`config.mk`:
```
export PLATFORM = sky130hd
export DESIGN_NAME = pa_dcache_data_ctrl
export DESIGN_NICKNAME = d
export VERILOG_FILES = /design/src/rtl/pa_dcache_pkg.sv /design/src/rtl/pa_dcache_wb_buf.sv /design/src/rtl/pa_dcache_data_ctrl.sv
export SDC_FILE = /design/constraint.sdc
export NUM_CORES = 1
export LEC_CHECK = 0
export ABC_AREA = 1
export CAP_MARGIN = 20
export CORE_MARGIN = 8
export CORE_UTILIZATION = 38
export CTS_BUF_LIST = sky130_fd_sc_hd__clkbuf_16
export CTS_CLUSTER_DIAMETER = 60
export CTS_CLUSTER_SIZE = 20
export DETAILED_ROUTE_END_ITERATION = 16
export HOLD_SLACK_MARGIN = 0.12
export PLACE_DENSITY = 0.87
export RECOVER_POWER = 25
export SLEW_MARGIN = 40
export SYNTH_ARGS = -nofsm -noshare
export SYNTH_HDL_FRONTEND = slang
export SYNTH_SLANG_ARGS = --single-unit
```
`constraint.sdc`:
```
create_clock -name forever_cpuclk -period 3.7 [get_ports forever_cpuclk]
set_input_delay 0.925 -clock forever_cpuclk [delete_from_list [all_inputs] [get_ports forever_cpuclk]]
set_output_delay 0.925 -clock forever_cpuclk [all_outputs]
set_load 0.05 [all_outputs]
```
`src/rtl/pa_dcache_pkg.sv`:
```
// rtl/pa_dcache_pkg.sv - shared geometry, FSM encoding and byte-enable helper for the dcache data path
package pa_dcache_pkg;

  localparam int IDX_WIDTH  = 12;
  localparam int LINE_WORDS = 4;
  localparam int OFF_WIDTH  = 2;

  typedef enum logic [1:0] {
    ST_IDLE   = 2'd0,
    ST_REFILL = 2'd1,
    ST_WB     = 2'd2
  } dc_state_e;

  // Byte enables (active-high) to per-bit array write enables (active-low)
  function automatic logic [31:0] be_to_wen(input logic [3:0] be);
    logic [31:0] wen;
    for (int i = 0; i < 4; i++) begin
      wen[8*i +: 8] = {8{~be[i]}};
    end
    return wen;
  endfunction

endpackage

```
`src/rtl/pa_dcache_wb_buf.sv`:
```
// rtl/pa_dcache_wb_buf.sv - one-entry valid/ready output buffer for write-back words
module pa_dcache_wb_buf #(
  parameter int DW = 32
) (
  input  logic          clk,
  input  logic          rst,
  input  logic          i_vld,
  input  logic [DW-1:0] i_data,
  input  logic          i_ready,
  output logic          o_vld,
  output logic [DW-1:0] o_data
);

  logic          r_full;
  logic [DW-1:0] r_data;

  // Arriving array data is presented directly; it is only parked in r_data
  // when the consumer stalls, since the array does not hold dout for us.
  // The issuer never launches a read while a word is parked, so i_vld and
  // r_full are never both set.
  always_ff @(posedge clk) begin
    if (rst) begin
      r_full <= 1'b0;
      r_data <= '0;
    end else if (i_vld && !i_ready) begin
      r_full <= 1'b1;
      r_data <= i_data;
    end else if (r_full && i_ready) begin
      r_full <= 1'b0;
    end
  end

  assign o_vld  = r_full | i_vld;
  assign o_data = r_full ? r_data : (i_vld ? i_data : '0);

endmodule

```
`src/rtl/pa_dcache_data_ctrl.sv`:
```
// rtl/pa_dcache_data_ctrl.sv - dcache data SRAM port owner: load/store/refill/write-back arbitration
module pa_dcache_data_ctrl #(
  parameter int IDX_WIDTH  = pa_dcache_pkg::IDX_WIDTH,
  parameter int LINE_WORDS = pa_dcache_pkg::LINE_WORDS,
  parameter int OFF_WIDTH  = pa_dcache_pkg::OFF_WIDTH
) (
  input  logic                 forever_cpuclk,
  input  logic                 cpurst,
  input  logic                 ld_req,
  input  logic [IDX_WIDTH-1:0] ld_idx,
  output logic                 ld_grant,
  output logic                 ld_rdata_vld,
  output logic [31:0]          ld_rdata,
  input  logic                 st_req,
  input  logic [IDX_WIDTH-1:0] st_idx,
  input  logic [3:0]           st_be,
  input  logic [31:0]          st_data,
  output logic                 st_grant,
  input  logic                 rf_start,
  input  logic [IDX_WIDTH-1:0] rf_idx,
  input  logic                 rf_vld,
  input  logic [31:0]          rf_data,
  output logic                 rf_done,
  input  logic                 wb_start,
  input  logic [IDX_WIDTH-1:0] wb_idx,
  output logic                 wb_vld,
  output logic [31:0]          wb_data,
  output logic                 wb_last,
  input  logic                 wb_ready,
  output logic                 busy,
  output logic                 data_clk_en,
  output logic                 data_cen,
  output logic                 data_gwen,
  output logic [31:0]          data_wen,
  output logic [31:0]          data_din,
  output logic [IDX_WIDTH-1:0] data_idx,
  input  logic [31:0]          data_dout
);

  import pa_dcache_pkg::*;

  localparam int                 BASE_W   = IDX_WIDTH - OFF_WIDTH;
  localparam logic [OFF_WIDTH-1:0] LAST_OFF = OFF_WIDTH'(LINE_WORDS - 1);

  dc_state_e           r_state;
  dc_state_e           w_next_state;
  logic [OFF_WIDTH-1:0] r_rf_cnt;
  logic [OFF_WIDTH:0]   r_rd_cnt;
  logic [OFF_WIDTH-1:0] r_out_cnt;
  logic [BASE_W-1:0]    r_rf_base;
  logic [BASE_W-1:0]    r_wb_base;
  logic                 r_ld_pend;
  logic                 r_wb_pend;

  logic        w_rf_accept;
  logic        w_wb_accept;
  logic        w_rf_write;
  logic        w_wb_issue;
  logic        w_wb_hs;
  logic        w_buf_vld;
  logic [31:0] w_buf_data;
  logic        w_unused_idx_lsb;

  // Line bases drop the word offset; the offset bits of the request are don't-care.
  assign w_unused_idx_lsb = ^{rf_idx[OFF_WIDTH-1:0], wb_idx[OFF_WIDTH-1:0]};

  assign w_wb_hs = wb_vld & wb_ready;

  // Arbitration and array drive: one access per cycle, everything idle under reset
  always_comb begin
    w_next_state = r_state;
    ld_grant     = 1'b0;
    st_grant     = 1'b0;
    rf_done      = 1'b0;
    w_rf_accept  = 1'b0;
    w_wb_accept  = 1'b0;
    w_rf_write   = 1'b0;
    w_wb_issue   = 1'b0;
    data_cen     = 1'b1;
    data_gwen    = 1'b1;
    data_wen     = '1;
    data_din     = '0;
    data_idx     = '0;
    if (!cpurst) begin
      case (r_state)
        ST_IDLE: begin
          if (rf_start) begin
            w_rf_accept  = 1'b1;
            w_next_state = ST_REFILL;
          end else if (wb_start) begin
            w_wb_accept  = 1'b1;
            w_next_state = ST_WB;
          end else if (st_req) begin
            st_grant  = 1'b1;
            data_cen  = 1'b0;
            data_gwen = 1'b0;
            data_wen  = be_to_wen(st_be);
            data_din  = st_data;
            data_idx  = st_idx;
          end else if (ld_req) begin
            ld_grant = 1'b1;
            data_cen = 1'b0;
            data_idx = ld_idx;
          end
        end
        ST_REFILL: begin
          if (rf_vld) begin
            w_rf_write = 1'b1;
            data_cen   = 1'b0;
            data_gwen  = 1'b0;
            data_wen   = '0;
            data_din   = rf_data;
            data_idx   = {r_rf_base, r_rf_cnt};
            if (r_rf_cnt == LAST_OFF) begin
              rf_done      = 1'b1;
              w_next_state = ST_IDLE;
            end
          end
        end
        ST_WB: begin
          // MSB of r_rd_cnt set means all LINE_WORDS reads have issued
          w_wb_issue = !r_rd_cnt[OFF_WIDTH] && (!wb_vld || wb_ready);
          if (w_wb_issue) begin
            data_cen = 1'b0;
            data_idx = {r_wb_base, r_rd_cnt[OFF_WIDTH-1:0]};
          end
          if (w_wb_hs && (r_out_cnt == LAST_OFF)) begin
            w_next_state = ST_IDLE;
          end
        end
        default: w_next_state = ST_IDLE;
      endcase
    end
  end

  // State, counters, line bases and read-return tags
  always_ff @(posedge forever_cpuclk) begin
    if (cpurst) begin
      r_state   <= ST_IDLE;
      r_rf_cnt  <= '0;
      r_rd_cnt  <= '0;
      r_out_cnt <= '0;
      r_rf_base <= '0;
      r_wb_base <= '0;
      r_ld_pend <= 1'b0;
      r_wb_pend <= 1'b0;
    end else begin
      r_state   <= w_next_state;
      r_ld_pend <= ld_grant;
      r_wb_pend <= w_wb_issue;
      if (w_rf_accept) begin
        r_rf_base <= rf_idx[IDX_WIDTH-1:OFF_WIDTH];
        r_rf_cnt  <= '0;
      end else if (w_rf_write) begin
        r_rf_cnt <= r_rf_cnt + 1'b1;
      end
      if (w_wb_accept) begin
        r_wb_base <= wb_idx[IDX_WIDTH-1:OFF_WIDTH];
        r_rd_cnt  <= '0;
        r_out_cnt <= '0;
      end else begin
        if (w_wb_issue) r_rd_cnt <= r_rd_cnt + 1'b1;
        if (w_wb_hs)    r_out_cnt <= r_out_cnt + 1'b1;
      end
    end
  end

  pa_dcache_wb_buf #(.DW(32)) u_wb_buf (
    .clk     (forever_cpuclk),
    .rst     (cpurst),
    .i_vld   (r_wb_pend),
    .i_data  (data_dout),
    .i_ready (wb_ready),
    .o_vld   (w_buf_vld),
    .o_data  (w_buf_data)
  );

  assign wb_vld       = w_buf_vld & ~cpurst;
  assign wb_data      = wb_vld ? w_buf_data : '0;
  assign wb_last      = wb_vld && (r_out_cnt == LAST_OFF);
  assign ld_rdata_vld = r_ld_pend & ~cpurst;
  assign ld_rdata     = ld_rdata_vld ? data_dout : '0;
  assign busy         = (r_state != ST_IDLE) & ~cpurst;
  assign data_clk_en  = ~data_cen;

endmodule

```
==> results of run 1 <==
-- repair_timing --
item	CTS	global route
setup endpoints to repair	0	6
endpoints found under the hold margin	0	0
gates resized for setup	0	1
-- routing by layer --
metal  wire length [um]  part of all wire
met4                815             0.037
met1               8010              0.37
met3               1550             0.071
met5                  0                 0
met2              11600              0.53
-- final cells by class --
type	instances	area, um^2	share of cell area
repair buffers	326	4240	0.496
multi-input cells	476	2310	0.270
flip-flops and latches	64	1280	0.150
inverters	66	248	0.0290
clock buffers	9	225	0.0263
well taps	140	175	0.0205
clock inverters	7	65.1	0.00761
diodes	2	5.00	0.000585
-- worst max-delay path by stage --
stage                     slack [ps]           end  depth (start not counted)
after floorplan                  -60  data_wen[10]                          7
after global placement           200   data_wen[3]                          8
after detailed placement         140   data_wen[3]                          8
after CTS                         80   data_idx[4]                          8
after global routing              30   data_wen[9]                          8
final                             60   data_idx[3]                          6
-- power groups by stage --
stage / Clock, mW / Sequential [mW] / Combinational [mW]
detailed placement: 0 / 0.748 / 0.733
floorplan: 0 / 0.744 / 0.373
global placement: 0 / 0.746 / 0.721
global route: 0.871 / 0.738 / 0.782
finish: 0.838 / 0.737 / 0.744
CTS: 0.833 / 0.735 / 0.744
-- worst min-delay path, stage by stage, from the launching register on --
cell and delay [ps]:
dfxtp_1 310, nand2_1 60, nand2_1 40
-- registers in the layout (all words and copies together) (netlist names) --
name,flops
r_wb_pend,1
r_out_cnt,2
r_state,2
r_ld_pend,1
r_rf_base,10
r_rd_cnt,3
u_wb_buf.r_full,1
r_rf_cnt,2
r_wb_base,10
u_wb_buf.r_data,32
-- kinds of logic after synthesis --
group	count (synthesis)	share of synthesized area
simple gates	311	0.319
compound gates	162	0.211
buf+inv	145	0.161
flops	64	0.300
fa+ha+maj	3	0.00879
-- cell usage after synthesis --
cell | count | area (um^2)
o21a_1 | 1 | 7.51
inv_2 | 4 | 15.0
clkinv_1 | 1 | 3.75
clkbuf_1 | 30 | 113
nor3_2 | 1 | 10.0
nand2_1 | 88 | 330
nor2_4 | 2 | 22.5
buf_4 | 34 | 255
nand4_1 | 14 | 87.6
nor2_2 | 2 | 12.5
ha_1 | 3 | 37.5
a21oi_1 | 81 | 405
inv_1 | 61 | 229
nor2_1 | 114 | 428
dfxtp_1 | 64 | 1280
nand3_2 | 1 | 10.0
nand3b_1 | 1 | 7.51
o21ai_0 | 46 | 230
a41oi_1 | 2 | 17.5
nand2_2 | 1 | 6.26
nor4_1 | 2 | 12.5
nand3_1 | 84 | 420
buf_1 | 2 | 7.51
a211oi_1 | 32 | 240
nand3_4 | 1 | 17.5
buf_2 | 13 | 65.1
-- per-stage QoR --
stage / hold WS [ps] / TNS [ps] / area (um^2) / utilization
2_1_floorplan: 419 / -1360 / 4290 / -
3_3_place_gp: 433 / 0 / 8290 / 0.761
3_5_place_dp: 441 / 0 / 8290 / 0.761
4_1_cts: 456 / 0 / 8580 / 0.788
5_1_grt: 475 / 0 / 8550 / 0.785
6_report: 459 / 0 / 8550 / 0.785
==> flow_metrics.py, run 1 <==
metrics = {
    "place": {
        "buffer_ports.inserted": 301,
        "finalWeightedCongestion": 0.876,
        "place.detailed.hpwl_um": 16200,
        "detailedPlace.worstSlack_ps": 144,
        "place_inst": 1072,
    },
    "critical_path": {
        "regToRegSetupSlack_ps": 1510,
        "cp_data_arrival_time_ps": 2720,
        "cp.required_ps": 2770,
        "cpLargestDelayFamily": "buffers and inverters",
        "worst_r2r_startpoint": "r_wb_pend$_SDFF_PP0_",
        "worst_setup_path_end_kind": "output port",
        "critPathMaxStageDelay_ps": 710,
        "wp_buf_inv": 2,
        "critical-path-slowest-cell": "clkdlybuf4s50_1",
        "cp_startpoint_kind": "input port",
        "worstSetupStartpoint": "ld_req",
        "r2r.worst_path.cells": 5,
        "critical_path.cell_chain": "clkdlybuf4s50_1, nand3_1, o21ai_0, nor2_1, a21oi_1, buf_12",
        "criticalPathCategory": "input port to output port",
        "regToRegEndpoint": "u_wb_buf.r_data[18]$_SDFFE_PP0P_",
        "cp_max_fo": 10,
    },
    "detailed_routing": {
        "drt-total-wl_um": 21900,
        "viasPerCell": 5.57,
        "drt_iter0_markers": 585,
        "route.vias.total": 6068,
        "drcViolationCount": 0,
        "final_antenna_net_count": 0,
        "avgRoutedWirePerCell_um": 20.1,
        "drt_first_pass_iters": 6,
    },
    "global_route": {
        "global_route.usage.met2": 0.506,
        "grtUsageTotal": 0.279,
        "global_route_wire_length_before_repair_um": 32900,
        "number_of_global_route_vias_before_repair": 5903,
        "antenna_found_initial": 1,
        "grt_util_met3": 0.0518,
        "largest_net_degree_at_the_start_of_global_routing": 65,
        "grt.overflow.total": 0,
        "grt_busiest_layer": "met2",
        "groute.layer.met1.usage": 0.314,
    },
    "pwr": {
        "clock_power_share": 0.361,
        "finalPower_mw": 2.32,
        "power.sequential.fraction": 0.318,
        "total_switching_power_mw": 0.759,
        "power.share.switching": 0.327,
        "p_int_mw": 1.56,
        "power_density_nw_per_um2": 271,
        "comb_power_share": 0.321,
        "vdd_drop_max_mv": 0.252,
        "power.leakage_nw": 3.61,
    },
    "timing": {
        "fin_crit_sh": 0.985,
        "maxSlewHeadroom": 0.300,
        "final_max_slew_viol_count": 0,
        "clock.fmax_mhz": 274,
        "finClkSkew_ps": 6.15,
        "setup_slack_ps": 56.2,
        "worst-slew-pin-transition_ps": 1050,
        "finalSetupViolations": 0,
        "grt_setup_unrepaired": "no",
        "min_period_ps": 3640,
        "hold_viol_final": 0,
    },
    "synth": {
        "ys_types": 26,
        "sequential_to_total_area_share_from_yosys_stat": 0.300,
        "synth.cell_area_um2": 4270,
        "avgSynthCellArea_um2": 6.24,
        "synth-warning-count": 0,
        "synth.net_count": 844,
        "post_synth_inst_count": 685,
        "synth_seq_cells": 64,
    },
    "cells_and_area": {
        "final_common_cell": "clkdlybuf4s50_1",
        "area_growth_syn_to_layout_pct": 100,
        "drive_above_1_share": 0.210,
        "fin_nets": 1102,
        "filler_cell_count": 681,
        "layout.cells.most_common_list": "clkdlybuf4s50_1 (149), nor2_1 (115), buf_12 (115)",
        "instances_no_fill": 1090,
    },
    "clocking": {
        "htree_num_levels": 3,
        "tritoncts": "built",
        "cts_buffers": 9,
        "clk_pin_slew_ps": 50,
        "cts_max_path_buffers": 2,
        "ctsHoldBuffers": 0,
        "clock-root-buffer": "clkbuf_16",
        "cts.sink_count": 64,
        "cts_post_setup_buffers_inserted": 0,
        "clock_latency_ps": 330,
    },
    "floorplan": {
        "floorplan.die_area_um2": 14900,
        "fp.dieW_um": 122,
        "rows": 38,
        "die_y_um": 122,
        "initial_core_utilization": 0.392,
        "io_pins": 306,
        "coreArea_um2": 10900,
    },
    "run": {
        "max-cap-violations": 0,
    },
    "status": {
        "result_of_the_run": "completed",
    },
    "hold_path": {
        "hp-class": "register to register",
        "hold-path-endpoint": "r_wb_base[1]$_SDFFE_PP0P_",
        "min_from": "r_wb_base[1]$_SDFFE_PP0P_",
        "hold_depth": 2,
    },
}
No activity file was read; power rests on OpenSTA's default activity.
==> inputs of run 2 (changes only) <==
--- a/config.mk
+++ b/config.mk
@@ -6,7 +6,6 @@
 export NUM_CORES = 1
 export LEC_CHECK = 0
 export ABC_AREA = 1
-export CAP_MARGIN = 20
 export CORE_MARGIN = 8
 export CORE_UTILIZATION = 38
 export CTS_BUF_LIST = sky130_fd_sc_hd__clkbuf_16
==> results of run 2 <==
Same layout as run 1: the final DEF is identical, and so are final timing and power.
